--- src/rtl/logic_unit_pipe_if.sv ---
// rtl/logic_unit_pipe_if.sv - handshake/operand/result bundle for logic_unit_pipe
// Purpose: groups the input handshake and operands, the output handshake and
// the registered result/status signals of logic_unit_pipe.
// Signals: in_valid/in_ready, a, b, op, acc, acc_clr (input side);
//          out_valid/out_ready, y, zero, parity, txn_cnt (output side).
// master: the producer/consumer environment. slave: the logic unit.
interface logic_unit_pipe_if #(
    parameter int WIDTH = 8,
    parameter int CNT_W = 16
);
    logic             in_valid;
    logic             in_ready;
    logic [WIDTH-1:0] a;
    logic [WIDTH-1:0] b;
    logic [2:0]       op;
    logic             acc;
    logic             acc_clr;
    logic             out_valid;
    logic             out_ready;
    logic [WIDTH-1:0] y;
    logic             zero;
    logic             parity;
    logic [CNT_W-1:0] txn_cnt;

    modport master (
        output in_valid, a, b, op, acc, acc_clr, out_ready,
        input  in_ready, out_valid, y, zero, parity, txn_cnt
    );

    modport slave (
        input  in_valid, a, b, op, acc, acc_clr, out_ready,
        output in_ready, out_valid, y, zero, parity, txn_cnt
    );
endinterface

--- src/rtl/logic_unit_pipe.sv ---
// rtl/logic_unit_pipe.sv - registered bitwise logic unit with handshake and accumulator
// Purpose: one registered bitwise result per accepted transaction, with an
// optional accumulator feeding operand A, zero/parity flags and a saturating
// transaction counter.
// Ports: clk (rising edge), rst_n (synchronous, active low),
//        bus (logic_unit_pipe_if.slave): in_valid/in_ready, a, b, op, acc,
//        acc_clr, out_valid/out_ready, y, zero, parity, txn_cnt.
module logic_unit_pipe #(
    parameter int WIDTH  = 8,
    parameter int ACC_EN = 1,
    parameter int CNT_W  = 16
) (
    input logic              clk,
    input logic              rst_n,
    logic_unit_pipe_if.slave bus
);
    localparam logic [2:0] OP_AND  = 3'd0;
    localparam logic [2:0] OP_OR   = 3'd1;
    localparam logic [2:0] OP_NAND = 3'd2;
    localparam logic [2:0] OP_NOR  = 3'd3;
    localparam logic [2:0] OP_XNOR = 3'd4;
    localparam logic [2:0] OP_XOR  = 3'd5;
    localparam logic [2:0] OP_NOT  = 3'd6;

    logic             out_valid_q;
    logic [WIDTH-1:0] y_q;
    logic             zero_q;
    logic             parity_q;
    logic [CNT_W-1:0] cnt_q;
    logic [WIDTH-1:0] acc_q;

    logic             in_ready;
    logic             accept;
    logic             drain;
    logic             use_acc;
    logic             clr_acc;
    logic [WIDTH-1:0] op_a;
    logic [WIDTH-1:0] result;

    // A stalled result blocks new work; a draining one makes room this cycle.
    assign in_ready = rst_n && (!out_valid_q || bus.out_ready);
    assign accept   = bus.in_valid && in_ready;
    assign drain    = out_valid_q && bus.out_ready;

    assign use_acc  = (ACC_EN != 0) && bus.acc;
    assign clr_acc  = (ACC_EN != 0) && bus.acc_clr;
    // acc_clr zeroes the operand in the same cycle, so clear-and-use needs no bubble.
    assign op_a     = use_acc ? (bus.acc_clr ? '0 : acc_q) : bus.a;

    always_comb begin
        result = op_a;
        case (bus.op)
            OP_AND:  result = op_a & bus.b;
            OP_OR:   result = op_a | bus.b;
            OP_NAND: result = ~(op_a & bus.b);
            OP_NOR:  result = ~(op_a | bus.b);
            OP_XNOR: result = ~(op_a ^ bus.b);
            OP_XOR:  result = op_a ^ bus.b;
            OP_NOT:  result = ~op_a;
            default: result = op_a;
        endcase
    end

    always_ff @(posedge clk) begin
        if (!rst_n) begin
            out_valid_q <= 1'b0;
            y_q         <= '0;
            zero_q      <= 1'b1;
            parity_q    <= 1'b0;
            cnt_q       <= '0;
            acc_q       <= '0;
        end else if (accept) begin
            out_valid_q <= 1'b1;
            y_q         <= result;
            zero_q      <= (result == '0);
            parity_q    <= ^result;
            acc_q       <= result;
            if (cnt_q != '1) begin
                cnt_q <= cnt_q + 1'b1;
            end
        end else begin
            if (drain) begin
                out_valid_q <= 1'b0;
            end
            if (clr_acc) begin
                acc_q <= '0;
            end
        end
    end

    assign bus.in_ready  = in_ready;
    assign bus.out_valid = out_valid_q;
    assign bus.y         = y_q;
    assign bus.zero      = zero_q;
    assign bus.parity    = parity_q;
    assign bus.txn_cnt   = cnt_q;
endmodule
--- src/flat_wrapper.sv ---
// flat-port wrapper written by rule: the top's interface ports become plain ports
module logic_unit_pipe_flat 
#(
    parameter int WIDTH  = 8,
    parameter int ACC_EN = 1,
    parameter int CNT_W  = 16
)
  (clk, rst_n, bus_in_valid, bus_a, bus_b, bus_op, bus_acc, bus_acc_clr, bus_out_ready, bus_in_ready, bus_out_valid, bus_y, bus_zero, bus_parity, bus_txn_cnt);
  logic_unit_pipe_if #(.WIDTH(WIDTH), .CNT_W(CNT_W)) bus_i ();
  input logic clk;
  input logic rst_n;
  input wire logic [$bits(bus_i.in_valid)-1:0] bus_in_valid;
  input wire logic [$bits(bus_i.a)-1:0] bus_a;
  input wire logic [$bits(bus_i.b)-1:0] bus_b;
  input wire logic [$bits(bus_i.op)-1:0] bus_op;
  input wire logic [$bits(bus_i.acc)-1:0] bus_acc;
  input wire logic [$bits(bus_i.acc_clr)-1:0] bus_acc_clr;
  input wire logic [$bits(bus_i.out_ready)-1:0] bus_out_ready;
  output wire logic [$bits(bus_i.in_ready)-1:0] bus_in_ready;
  output wire logic [$bits(bus_i.out_valid)-1:0] bus_out_valid;
  output wire logic [$bits(bus_i.y)-1:0] bus_y;
  output wire logic [$bits(bus_i.zero)-1:0] bus_zero;
  output wire logic [$bits(bus_i.parity)-1:0] bus_parity;
  output wire logic [$bits(bus_i.txn_cnt)-1:0] bus_txn_cnt;
  assign bus_i.in_valid = bus_in_valid;
  assign bus_i.a = bus_a;
  assign bus_i.b = bus_b;
  assign bus_i.op = bus_op;
  assign bus_i.acc = bus_acc;
  assign bus_i.acc_clr = bus_acc_clr;
  assign bus_i.out_ready = bus_out_ready;
  assign bus_in_ready = bus_i.in_ready;
  assign bus_out_valid = bus_i.out_valid;
  assign bus_y = bus_i.y;
  assign bus_zero = bus_i.zero;
  assign bus_parity = bus_i.parity;
  assign bus_txn_cnt = bus_i.txn_cnt;
  logic_unit_pipe #(.WIDTH(WIDTH), .ACC_EN(ACC_EN), .CNT_W(CNT_W)) u_core (.clk(clk), .rst_n(rst_n), .bus(bus_i));
endmodule
--- config.mk ---
export PLATFORM = sky130hd
export DESIGN_NAME = logic_unit_pipe_flat
export DESIGN_NICKNAME = d
export VERILOG_FILES = /design/src/rtl/logic_unit_pipe_if.sv /design/src/rtl/logic_unit_pipe.sv /design/src/flat_wrapper.sv
export SDC_FILE = /design/constraint.sdc
export NUM_CORES = 1
export LEC_CHECK = 0
export BUFFER_PORTS_ARGS = -buffer_cell sky130_fd_sc_hd__buf_2
export CAP_MARGIN = 20
export CORE_ASPECT_RATIO = 0.75
export CORE_UTILIZATION = 55
export DETAILED_ROUTE_END_ITERATION = 8
export PLACE_DENSITY = 0.83
export SLEW_MARGIN = 30
export SYNTH_ARGS = -nofsm -noshare
export SYNTH_HDL_FRONTEND = slang
export SYNTH_SLANG_ARGS = --single-unit
--- constraint.sdc ---
create_clock -name clk -period 3.05 [get_ports clk]
set_clock_uncertainty 0.1 [all_clocks]
set_input_delay 0.305 -clock clk [delete_from_list [all_inputs] [get_ports clk]]
set_output_delay 0.305 -clock clk [all_outputs]
set_load 0.05 [all_outputs]
# Word-level counts from Yosys, hierarchy flattened
# Index checks and enable logic that the tools add are counted.
op_classes:
  addsub: 1
  multipliers: 0
  n_div: 0
  order_cmp: 0
  eq_ne: 7
  shifts: 0
  n_mux: 6
  n_bitwise: 7
  reduce_logical: 10
ops:
  columns: ["cell", "count"]
  rows:
  - ["$pmux W8 S7", 1]
  - ["$not A8 Y8", 4]
  - ["$mux W8", 3]
  - ["$add A16 B1 Y16 const B", 1]
  - ["$ne A16 B16 Y1 const B", 1]
  - ["$eq A3 B3 Y1 const B", 3]
  - ["$and A8 B8 Y8", 1]
  - ["$logic_not A8 Y1", 1]
  - ["$or A8 B8 Y8", 1]
  - ["$reduce_xor A8 Y1", 1]
  - ["$xor A8 B8 Y8", 1]
  - ["$eq A3 B2 Y1 const B", 2]
  - ["$eq A3 B1 Y1 const B", 1]
  - ["$logic_and A1 B1 Y1", 3]
  - ["$logic_not A3 Y1", 1]
  - ["$mux W1", 2]
  - ["$reduce_and A2 Y1", 1]
  - ["$reduce_bool A2 Y1", 1]
  - ["$logic_not A1 Y1", 1]
  - ["$logic_or A1 B1 Y1", 1]
word_totals:
  register_bits: 35
  latchBits: 0
  mem_bits_rw: 0
  mem_bits_ro: 0
  input_bits: 25
  wordCells: 37
  memories: 0

# Longest topological paths before layout
# Gate-level depths: netlist of the first run.
depth:
  word_depth: 6
  ltp_mapped: 12
  ltp_nobuf: 11

# Worst setup path after synthesis of the first run
# OpenSTA, ideal clock, no wires.
synth_path:
  kind: "input port to flip-flop"
  startpoint: "input bus_acc"
  endpoint: "register u_core.parity_q, in the netlist u_core.bus.parity"
  setup_ps: 130
  arrival_time_ps: 2155
  required_time_ps: 2820
  path_slack_ps: 664
  path_stages: 12
  n_path_buf: 1
  cell_sequence: "buf_6 nand2b_2 nand2_1 ha_1 xnor2_1 mux2i_1 a32o_1 and2_1 ha_1 xnor2_1 xnor2_1 o21ai_0"
synth_between:
  elab_chain_len: 5
  word_cells_on_any_way: 10
synth_lines:
  columns: ["element", "line_no", "source"]
  rows:
  - ["start, declared", "flat_wrapper.sv:16", "input wire logic [$bits(bus_i.acc)-1:0] bus_acc;"]
  - ["$mux W8 *", "logic_unit_pipe.sv:48", "assign op_a = use_acc ? (bus.acc_clr ? '0 : acc_q) : bus.a;"]
  - ["$xor A8 B8 Y8, or another cell as far along", "logic_unit_pipe.sv:57, logic_unit_pipe.sv:58", null]
  - ["$not A8 Y8 (on tied branches)", "logic_unit_pipe.sv:57, logic_unit_pipe.sv:55, logic_unit_pipe.sv:56", null]
  - ["$pmux W8 S7 *", "logic_unit_pipe.sv:52", "case (bus.op)"]
  - ["$reduce_xor A8 Y1 *", "logic_unit_pipe.sv:76", "parity_q <= ^result;"]
  - ["end signal, assigned", "logic_unit_pipe.sv:76", null]
  - ["end, declared", "logic_unit_pipe.sv:28", "logic parity_q;"]
# Mark *: on every way between the ends. The rest lies on a longest branch, timed or not.
# A chain may end at the register's enable or synchronous reset.

# Worst setup path after layout of the first run
# Same ends and word-level chain as after synthesis.

==> results of run 1 <==
[power breakdown]
group          leakage [nW]  internal, mW  switching (mW)
Combinational          1.01         0.141           0.222
Sequential            0.286         0.481          0.0168
Clock                0.0470         0.177           0.167
Total                  1.34         0.799           0.405
[cells by family (layout without fill, tap and decap cells)]
kind of cell | after synthesis | after routing | share of synthesized area [%]
compound gates | 68 | 68 | 19.3
mux | 11 | 11 | 4.64
buf+inv | 29 | 76 | 5.12
flops | 35 | 35 | 27.3
xor+xnor | 28 | 28 | 9.57
simple gates | 110 | 110 | 27.7
fa+ha+maj | 13 | 13 | 6.34
[registers in the layout, summed over array words and instances (netlist names)]
register,count
u_core.bus.txn_cnt,16
u_core.acc_q,8
u_core.bus.y,8
u_core.bus.out_valid,1
u_core.bus.parity,1
u_core.bus.zero,1
[layout by cell type, fill, tap and decap left out, types with 2 or more instances in the layout]
cell type  count
a211oi_1       2
a21oi_1       19
a221o_1        6
a22oi_1        6
a31oi_1        4
a31oi_2        4
a31oi_4        2
a41oi_1        2
and2_1         3
and3_1         7
buf_2         52
buf_4          3
clkbuf_8       6
dfxtp_1       35
ha_1          13
inv_1         14
mux2_1         2
mux2_2         5
mux2i_1        4
nand2_1       18
nand2b_1      12
nand3_1        5
nand3b_1       7
nand3b_4       7
nand4_1        7
nand4_2        2
nor2_1        23
nor3_1         8
nor4_1         5
o21ai_0       16
xnor2_1       27
[per-layer routing]
metal | vias to the layer above | routed length (µm)
met5 | - | 0
met4 | 0 | 79
met3 | 9 | 355
met2 | 72 | 2580
met1 | 1036 | 2920
li1 | 1161 | -
[critical path: stages]
cell and delay (ns):
buf_2 0.32, nand2b_1 0.26, nand2_1 0.08, ha_1 0.28, nor2_1 0.17, a31oi_4 0.05, xnor2_1 0.17, a22oi_1 0.26
ha_1 0.29, xnor2_1 0.20, xnor2_1 0.14, o21ai_0 0.09
[stage by stage]
step,hold slack (ns),cells,instance area (µm²),power (mW)
final,0.183,398,2930,1.20
after global routing,0.219,398,2930,1.26
after CTS,0.187,398,2930,1.21
after detailed placement,0.350,391,2840,0.867
after global placement,0.345,391,2840,0.856
after floorplan,0.334,294,2560,0.785
[Yosys cell counts (4+ instances only)]
master / n
a22oi_1: 6
a21oi_1: 19
nand3b_4: 7
nand2b_1: 12
nor3_1: 8
xnor2_1: 27
clkbuf_1: 7
nor4_1: 5
a31oi_1: 4
nand3b_1: 7
nand3_1: 5
a31oi_2: 4
nor2_1: 23
mux2_2: 5
a221o_1: 6
ha_1: 13
mux2i_1: 4
o21ai_0: 16
nand2_1: 18
nand4_1: 7
and3_1: 7
inv_1: 14
dfxtp_1: 35
[final timing paths]
kind                    from                   end  slack [ns]  cells after the start
min             bus_in_valid  u_core.bus.out_valid        0.18                      3
max                  bus_acc     u_core.bus.parity        0.49                     12
min reg2reg  u_core.bus.y[3]       u_core.bus.y[3]        0.36                      1
max reg2reg  u_core.acc_q[6]     u_core.bus.parity        0.65                     11
[cell type report]
cell class              count  area share, %
repair buffers             55           9.66
well taps                  57           2.44
multi-input cells         230           59.2
inverters                  14           1.80
clock buffers               6           2.82
clock inverters             1          0.171
flip-flops and latches     35           23.9
==> out/qor.yml, run 1 <==
n_antenna_cell: 0
worst_slew_margin_rel_pct: 53.7
seqCellArea_um2: 701
ys_async_sr_fraction_pct: 0
gp_congestion: 0.846
synth-seq-cells: 35
nets: 379
postCtsSetupRepairBufs: 0
worstMarginPinSlew_ns: 0.694
port_buffers: 52
ctsResizeCount: 0
die_height_um: 61.1
post-route-util_pct: 65.5
post-place-ws_ns: 0.181
grt_antenna_before_repair: 0
setup_viol: 0
std_cell_rows: 21
grt_pass1_wl_um: 9760
drt-wirelength-per-cell_um: 14.9
synth_top_cell_area_share_pct: 27.3
worstPathMaxFanout: 15
first_pass_iters: 4
outcome: "complete, no violations"
die-area_mm2: 0.00494
viasPerCell: 5.72
powerDensity_mw_per_mm2: 411
period_share_pct: 83.8
hold_buffers: 0
routed_wl_um: 5930
synth_area_leader_cell: "dfxtp_1"
cap_violations: 0
p_leak_nw: 1.34
min_period_ns: 2.56
crit_type: "in -> reg"
vias: 2278
cts-root-buf: "clkbuf_8"
yosysWarnings: 0
timing.setup.tns_ns: 0
cp.arrival_ns: 2.61
ioPinCount: 53
cts_buffers: 5
synth_top_flop_cell: "dfxtp_1"
yosys-top-cells-area: "dfxtp_1, xnor2_1, ha_1"
multiInputGateArea_mm2: 0.00173
hold_class: "in -> reg"
power.ir.vdd_worst_uv: 447
max_freq_mhz: 391
coreArea_mm2: 0.00447
synth_cells: 294
synthDistinctLibCells: 47
h-tree-depth: 2
clock_latency_ns: 0.29
num-fill-cells: 391
synth_area_mm2: 0.00256
clk_pin_slew_ns: 0.07
route.detailed.drc: 0
antenna_left: 0
clk_path_buf_depth: 2
critical_path_required_ns: 3.11
rsz0062_at_grt: "false"
dpl.hpwl_um: 4390
drtIter0Drc: 176
worstSetupStartpointType: "input pin"
grt_max_degree: 27
timing.final.ws_setup_ns: 0.494
syn_to_final_growth_pct: 14.2
start_util_pct: 57.4
track_usage_pct: 26.1
ys_seq_area_share_pct: 27.3
grt_pass1_vias: 2044
grt_overflow: 0
top_usage_layer: "met2"
hold_viol: 0
synth_edf_count: 0
synth_nets: 332
tritoncts: "yes"
met3_usage_pct: 6.37
drive_above_1_share_pct: 25.2
maxSlewViolCount: 0
die_w_um: 80.8
grt.met1_usage_pct: 36.0
use_met2_pct: 40.6
crit_path_end_kind: "flop"
avgSynthCellArea_um2: 8.72
cts_sinks: 35
Note: power is estimated with default switching activity, not from simulation.
==> inputs of run 2 (changes only) <==
- CORE_UTILIZATION: 55 -> 50
- PLACE_DENSITY: 0.83 -> 0.8
- clock period: 3.05 -> 2.25 ns (I/O delays scaled with it)
==> out/qor.yml, run 2 (synthesized netlist as in run 1, its figures left out) <==
outcome: "complete, no violations"  # unchanged
worstMarginPinSlew_ns: 0.510  # was 0.694 ns
grt_pass1_wl_um: 10100  # was 9760 µm
min_period_ns: 2.21
post-route-util_pct: 68.7  # was 65.5%
track_usage_pct: 23.5  # was 26.1%
cts-root-buf: "clkbuf_8"  # unchanged
wl_met2_um: 2790  # was 2580 µm
post_dp_cell_area_mm2: 0.00314  # was 0.00284 mm²
dp.cells: 429  # was 391
drtIter0Drc: 137  # was 176
h-tree-depth: 2  # unchanged
hold_class: "in -> reg"  # unchanged
mostFrequentLayoutCells: "buf_2, buf_4, dfxtp_1"  # was buf_2, dfxtp_1, xnor2_1
period_share_pct: 98.0
ioPinCount: 53  # unchanged
grt_pass1_vias: 2131  # was 2,044
clk_path_buf_depth: 2  # unchanged
route.detailed.drc: 0  # unchanged
min_path_cells: 3  # unchanged
regToRegStartpoint: "u_core.acc_q[5]"  # was u_core.acc_q[6]
n_antenna_cell: 0  # unchanged
worst_slew_margin_rel_pct: 66.0  # was 53.7%
routed_wl_um: 6250  # was 5930 µm
start_util_pct: 52.3  # was 57.4%
grt_overflow: 0  # unchanged
wl_met1_um: 3030  # was 2920 µm
worstPathMaxFanout: 2  # was 15
tritoncts: "yes"  # unchanged
critical_path_required_ns: 2.32  # was 3.11 ns
rrSetupSlack_ns: 0.04  # was 0.65 ns
drive_above_1_share_pct: 39.6  # was 25.2%
power.ir.vdd_worst_uv: 445  # was 447 µV
die_w_um: 84.7  # was 80.8 µm
std_cell_rows: 22  # was 21
port_buffers: 52  # unchanged
dpl.hpwl_um: 4730  # was 4390 µm
rsz0062_at_grt: "true"  # was false
num-fill-cells: 383  # was 391
nets: 416  # was 379
viasPerCell: 5.54  # was 5.72
clock_latency_ns: 0.29  # about the same
post-route-cell-area_mm2: 0.00337  # was 0.00293 mm²
slowest_delay_ns: 0.35  # was 0.32 ns
grt_antenna_before_repair: 0  # unchanged
powerDensity_mw_per_mm2: 519  # was 411 mW/mm²
drt-wirelength-per-cell_um: 14.2  # was 14.9 µm
clk_pin_slew_ns: 0.07  # about the same
setup_viol: 0  # unchanged
largest_reg_flops: 16  # unchanged
rr_endpoint: "u_core.bus.parity"  # unchanged
final_common_cell: "buf_2"  # unchanged
crit_path_end_kind: "flop"  # unchanged
syn_to_final_growth_pct: 31.4  # was 14.2%
cap_violations: 0  # unchanged
crit_type: "reg -> reg"  # was in -> reg
vias: 2431  # was 2,278
hold_buffers: 0  # unchanged
grt_max_degree: 20  # was 27
reg2reg_depth: 11  # unchanged
cts_sinks: 35  # unchanged
layout.cells.non_filler: 439  # was 398
cts_buffers: 5  # unchanged
maxSlewViolCount: 0  # unchanged
top_layer_used: "met4"  # unchanged
worst_hold_startpoint: "bus_in_valid"  # unchanged
first_pass_iters: 6  # was 4
crit_buf_inv: 0  # was 1
min_to: "u_core.bus.out_valid"  # unchanged
hold_viol: 0  # unchanged
gp_congestion: 0.849  # was 0.846
antenna_left: 0  # unchanged
die-area_mm2: 0.00542  # was 0.00494 mm²
cp_top_family: "adder cells"  # unchanged
die_height_um: 64.0  # was 61.1 µm
cp.arrival_ns: 2.28  # was 2.61 ns
worstSetupStartpointType: "flop"  # was input pin
dr_wl_met3_um: 330  # was 355 µm
coreArea_mm2: 0.00490  # was 0.00447 mm²
cp_cell_sequence: "nand3b_4, nand2_1, ha_1, nor2_2, a31oi_2, xnor2_1, a22oi_1, ha_1, xnor2_2, xnor2_1, o21ai_1"  # was buf_2, nand2b_1, nand2_1, ha_1, nor2_1, a31oi_4, xnor2_1, a22oi_1, ha_1, xnor2_1, xnor2_1, o21ai_0
cp_slowest_cell: "dfxtp_2"  # was buf_2
p_leak_nw: 1.56  # was 1.34 nW
max_freq_mhz: 453
whs_ns: 0.109  # was 0.183 ns
## run 2: cell type report
cell class              instances  area (µm²)  share of cell area (%)
clock inverters                 3        15.0                   0.446
flip-flops and latches         35         709                    21.1
inverters                      14        52.6                    1.56
multi-input cells             230        1860                    55.3
clock buffers                   5        68.8                    2.04
well taps                      60        75.1                    2.23
repair buffers                 92         586                    17.4
## run 2: power breakdown
part	internal, mW	total, mW	switching [mW]	leakage [nW]
clock network	0.212	0.439	0.227	0.0477
logic	0.293	0.632	0.339	1.23
registers	0.654	0.678	0.0248	0.288
total	1.16	1.75	0.591	1.56
## run 2: layer usage
layer | GRT usage [%] | vias up
li1 | - | 1237
met1 | 31.8 | 1115
met2 | 37.0 | 69
met3 | 5.94 | 10
met4 | 6.99 | 0
met5 | 0 | -
## run 2: how the worst max path moves through the flow
stage | depth (start not counted) | slack, ns | from | to
floorplan | 12 | -0.006 | bus_acc | u_core.bus.parity
global placement | 13 | -0.25 | bus_acc | u_core.bus.parity
detailed placement | 13 | -0.29 | bus_acc | u_core.bus.parity
CTS | 12 | 0.0006 | u_core.acc_q[0] | u_core.bus.parity
global route | 11 | -0.07 | u_core.acc_q[5] | u_core.bus.parity
finish | 11 | 0.04 | u_core.acc_q[5] | u_core.bus.parity
## run 2: worst min-delay path: stages
cell and delay, ns:
buf_2 0.13, inv_1 0.05, a21oi_1 0.05
## run 2: repair_timing
| item | 4_1_cts | 5_1_grt |
|---|---|---|
| setup endpoints to repair | 1 | 1 |
| gates resized for setup | 12 | 16 |
| buffers inserted | 1 | 1 |
| pin swaps | 3 | 12 |
## run 2: metrics by stage
step | worst slack (ns) | total power [mW] | setup TNS [ns]
2_1_floorplan | -0.00644 | 1.07 | -0.00644
3_3_place_gp | -0.251 | 1.22 | -0.251
3_5_place_dp | -0.292 | 1.24 | -0.292
4_1_cts | 0.000605 | 1.71 | 0
5_1_grt | -0.0683 | 1.84 | -0.0683
6_report | 0.0444 | 1.75 | 0
